### config.mk
export PLATFORM = sky130hd
export DESIGN_NAME = uart_rx_parity_check
export DESIGN_NICKNAME = d
export VERILOG_FILES = /design/src/rtl/uart_rx_parity_check.sv
export SDC_FILE = /design/constraint.sdc
export NUM_CORES = 1
export LEC_CHECK = 0
export ABC_AREA = 1
export BUFFER_PORTS_ARGS = -buffer_cell sky130_fd_sc_hd__clkbuf_2
export CORE_ASPECT_RATIO = 0.8
export CORE_UTILIZATION = 55
export CTS_CLUSTER_SIZE = 16
export DETAILED_ROUTE_END_ITERATION = 7
export GPL_TIMING_DRIVEN = 0
export PLACE_DENSITY = 0.84
export SYNTH_ARGS = -nofsm -noshare
export SYNTH_HDL_FRONTEND = slang
export SYNTH_SLANG_ARGS = --single-unit
### constraint.sdc
create_clock -name CLK_Baudin -period 3.6 [get_ports CLK_Baudin]
set_input_delay 0.72 -clock CLK_Baudin [delete_from_list [all_inputs] [get_ports CLK_Baudin]]
set_output_delay 0.72 -clock CLK_Baudin [all_outputs]
set_load 0.05 [all_outputs]
### src/rtl/uart_rx_parity_check.sv
// uart_rx_parity_check
//   Serial receiver sharing the transmitter's baud clock. One bit is sampled
//   per rising edge of CLK_Baudin. It deframes start, DATA_W data bits (LSB
//   first) and one parity bit, checks parity, and raises Flag_out on a
//   mismatch so the transmitter can be asked to resend.
//
// Ports
//   CLK_Baudin    in   baud clock, one bit sampled per rising edge
//   RstTx         in   asynchronous active-high reset
//   RxSerialData  in   serial line, idle high
//   DataOut       out  last word received with good parity
//   DoneRx        out  one-cycle pulse when DataOut updates
//   Flag_out      out  parity-error flag, held until the next start bit
//   RxBusy        out  high while in DATA or PAR
//   ErrCount      out  saturating parity-error count
module uart_rx_parity_check #(
  parameter int DATA_W     = 32,
  parameter int PARITY_ODD = 0,
  parameter int ERR_W      = 8
) (
  input  logic              CLK_Baudin,
  input  logic              RstTx,
  input  logic              RxSerialData,
  output logic [DATA_W-1:0] DataOut,
  output logic              DoneRx,
  output logic              Flag_out,
  output logic              RxBusy,
  output logic [ERR_W-1:0]  ErrCount
);

  localparam int                CNT_W    = $clog2(DATA_W) + 1;
  localparam logic [CNT_W-1:0]  LAST_BIT = CNT_W'(DATA_W - 1);
  localparam logic              PAR_INV  = (PARITY_ODD != 0);

  typedef enum logic [1:0] {
    IDLE,
    DATA,
    PAR,
    WAIT_IDLE
  } state_t;

  state_t            state;
  logic [DATA_W-1:0] shift;
  logic [CNT_W-1:0]  bitcnt;
  logic              exp_par;

  assign exp_par = (^shift) ^ PAR_INV;

  always_ff @(posedge CLK_Baudin or posedge RstTx) begin
    if (RstTx) begin
      state    <= IDLE;
      shift    <= '0;
      bitcnt   <= '0;
      DataOut  <= '0;
      DoneRx   <= 1'b0;
      Flag_out <= 1'b0;
      RxBusy   <= 1'b0;
      ErrCount <= '0;
    end else begin
      DoneRx <= 1'b0;
      unique case (state)
        IDLE: begin
          if (!RxSerialData) begin
            state    <= DATA;
            bitcnt   <= '0;
            Flag_out <= 1'b0;
            RxBusy   <= 1'b1;
          end
        end
        DATA: begin
          // LSB arrives first, so shift right: bit 0 ends up holding it.
          shift  <= {RxSerialData, shift[DATA_W-1:1]};
          bitcnt <= bitcnt + 1'b1;
          if (bitcnt == LAST_BIT) begin
            state <= PAR;
          end
        end
        PAR: begin
          if (RxSerialData == exp_par) begin
            DataOut <= shift;
            DoneRx  <= 1'b1;
          end else begin
            Flag_out <= 1'b1;
            if (ErrCount != '1) begin
              ErrCount <= ErrCount + 1'b1;
            end
          end
          RxBusy <= 1'b0;
          state  <= WAIT_IDLE;
        end
        WAIT_IDLE: begin
          // A low line here is a parity bit held over; only a high returns.
          if (RxSerialData) begin
            state <= IDLE;
          end
        end
        default: state <= IDLE;
      endcase
    end
  end

endmodule

==> run summary <==
Total Routing Usage GR: 23.5%
Yosys reg bits: 83
Iter 0 DRT Violations: 234
most common cell in the netlist: nand2_1
MaxCap Viol Count: 0
gr ovfl total: 0
IO Pins: 46
sequential-to-total area share from yosys stat: 49.1%
area grow syn2layout: 14.8%
RSZ-0062 raised after global routing: no
drt via density: 5.11
initial core utilization: 57.0%
antenna diode count: 0
CTS Hold Buffers Added: 0
Final Util: 65.4%
leading post-synthesis cells by cell area: dfrtp_1 (49%), nand2_1 (19%), o21ai_2 (5.0%), inv_1 (4.5%), o21ai_0 (4.4%)
Top FF cell, synth: dfrtp_1
Max H-tree Level: 3
Hold WS: 311 ps
Synth warnings: 0
Slew Limit Headroom: 58.3%
FFs w/ async S/R, synth: 100%
number of fill cells: 617
share of the synthesized area in the top cell type: 49.1%
CP max FO: 10
Critical Path RT: 3840 ps
# nets final: 589
CTS tree: done
setup_tns: 0 ps
post-synth net total: 532
Post-CTS Setup Repair Bufs: 0
# port buffers: 45
post-placement cell area: 4620 um^2
status: finished, final reports clean
minimum clock period: 2020 ps
routability cong.: 0.856
# setup viols final: 0
Max Fclk: 0.494 GHz
vias in the first global route: 3313
max-slew violations: 0
post-CTS sizing: 0
worst reg2reg path depth: 16
Netlist cell types: 29
final hold violation count: 0
CTS max path bufs: 2
Final ANT Viol Nets: 0
Residual DRC: 0
drt total wl: 8890 um
via count: 3520
r2r startpoint: shift[11]
Synth Instances: 523
num rows: 28
Setup CP Type: in2reg
DR pass1 iterations: 5
Die W: 100 um
CTS buffer count: 9
Worst-path clk slew: 80 ps
Hold WC Path Type: in2async
crit path capture type: register
EDFF count, synth: 0
commonest cells in the synthesized netlist: nand2_1 (209), dfrtp_1 (83), inv_1 (51)
reg-to-reg endpoint: DataOut[2]
Synth area leader: dfrtp_1
initial antenna violation count: 0
syn_area_per_cell: 8.09 um^2
die span in y: 80.5 um
Clock Sinks: 83
largest net degree at the start of global routing: 60
Routed WL per cell: 12.9 um
post-route cell area: 4860 um^2
first-pass GRT wire length: 14600 um
clk_lat worst skew: 360 ps
Synth Cell Area: 4230 um^2
root buffer cell: clkbuf_8
Worst Skew: 11.3 ps
HPWL Detailed: 6370 um
critical path arrival: 2260 ps
Slew @ Worst Pin: 623 ps
fin crit share: 56.2%
layout cells sized above 1: 20.0%
CP Launch Type: input pin
die area: 8050 um^2
Placeable Area: 7430 um^2
R2R setup slack: 1590 ps
==> critical path, stage by stage <==
cell and delay (ps):
clkbuf_2 150, inv_2 90, nand2_1 80, nand2_1 70
nand2_1 50, nand2_1 90, inv_1 50, nand2_1 70
nand3_1 90, nand3_2 100, nand2_1 70, nand2_2 80
nand3_2 90, buf_6 180, buf_8 150, nand2_1 60
o21ai_1 60
==> cell usage in the layout (no fill, tap or decap) <==
cell type	count
a21oi_1	4
a22oi_1	1
a31oi_1	1
and3_1	3
buf_12	2
buf_16	1
buf_2	1
buf_6	2
buf_8	1
bufinv_16	3
clkbuf_1	8
clkbuf_2	46
clkbuf_8	10
clkinv_4	1
dfrtp_1	83
ha_1	6
inv_1	50
inv_2	2
inv_4	1
nand2_1	209
nand2_2	20
nand3_1	19
nand3_2	3
nand3b_1	1
nand4_1	1
nor2_1	13
nor3_1	4
nor3b_1	1
o21ai_0	37
o21ai_1	8
o21ai_2	24
o22ai_1	1
xnor2_1	11
xor2_1	6
==> routing by layer <==
metal | wire (um) | vias to the layer above | global-route usage (%)
li1 | - | 1748 | -
met1 | 3930 | 1666 | 28.8
met2 | 4390 | 91 | 40.6
met3 | 386 | 15 | 5.05
met4 | 177 | 0 | 9.86
met5 | 0 | - | 0
==> flip-flops by register name, summed over array words and instances, names as in the netlist <==
name and count:
RxBusy 1, bitcnt 6, Flag_out 1, ErrCount 8
DoneRx 1, state 2, shift 32, DataOut 32
==> layout make-up <==
| class | instances | area [um^2] | area share (%) |
|---|---|---|---|
| repair buffers | 46 | 253 | 5.20 |
| multi-input cells | 373 | 1840 | 37.9 |
| well taps | 105 | 131 | 2.70 |
| clock inverters | 4 | 98.8 | 2.03 |
| plain buffers | 14 | 114 | 2.34 |
| flip-flops and latches | 83 | 2080 | 42.7 |
| clock buffers | 11 | 141 | 2.91 |
| inverters | 53 | 201 | 4.15 |
==> per-stage QoR <==
stage / std cells / worst slack (ps)
5_1_grt: 689 / 1350
4_1_cts: 689 / 1620
3_3_place_gp: 673 / -119
2_1_floorplan: 523 / 743
3_5_place_dp: 674 / 1230
6_report: 689 / 1580
==> worst max path at each step <==
| stage | cells past startpoint | from | slack (ps) | endpoint |
|---|---|---|---|---|
| after global placement | 2 | RstTx | -120 | DataOut[7] |
| after detailed placement | 15 | RxSerialData | 1230 | ErrCount[5] |
| after global routing | 9 | state[0] | 1350 | bitcnt[5] |
| final | 17 | RxSerialData | 1580 | DataOut[2] |
| after CTS | 16 | RxSerialData | 1620 | DataOut[2] |
| after floorplan | 1 | RstTx | 740 | DataOut[0] |
==> cells by family (layout without fill, tap and decap cells) <==
family                     after synthesis  after routing  share of synthesized area, %
AOI/OAI and AO/OA                       76             76                          11.2
adders and majority gates                6              6                          1.77
DFF                                     83             83                          49.1
buffers and inverters                   67            128                          7.39
xor gates and xnor gates                17             17                          3.52
and+or+nand+nor                        274            274                          27.0
Power is not shown: default switching activity piles up to over one toggle a cycle in this logic, so the estimate is an artifact.
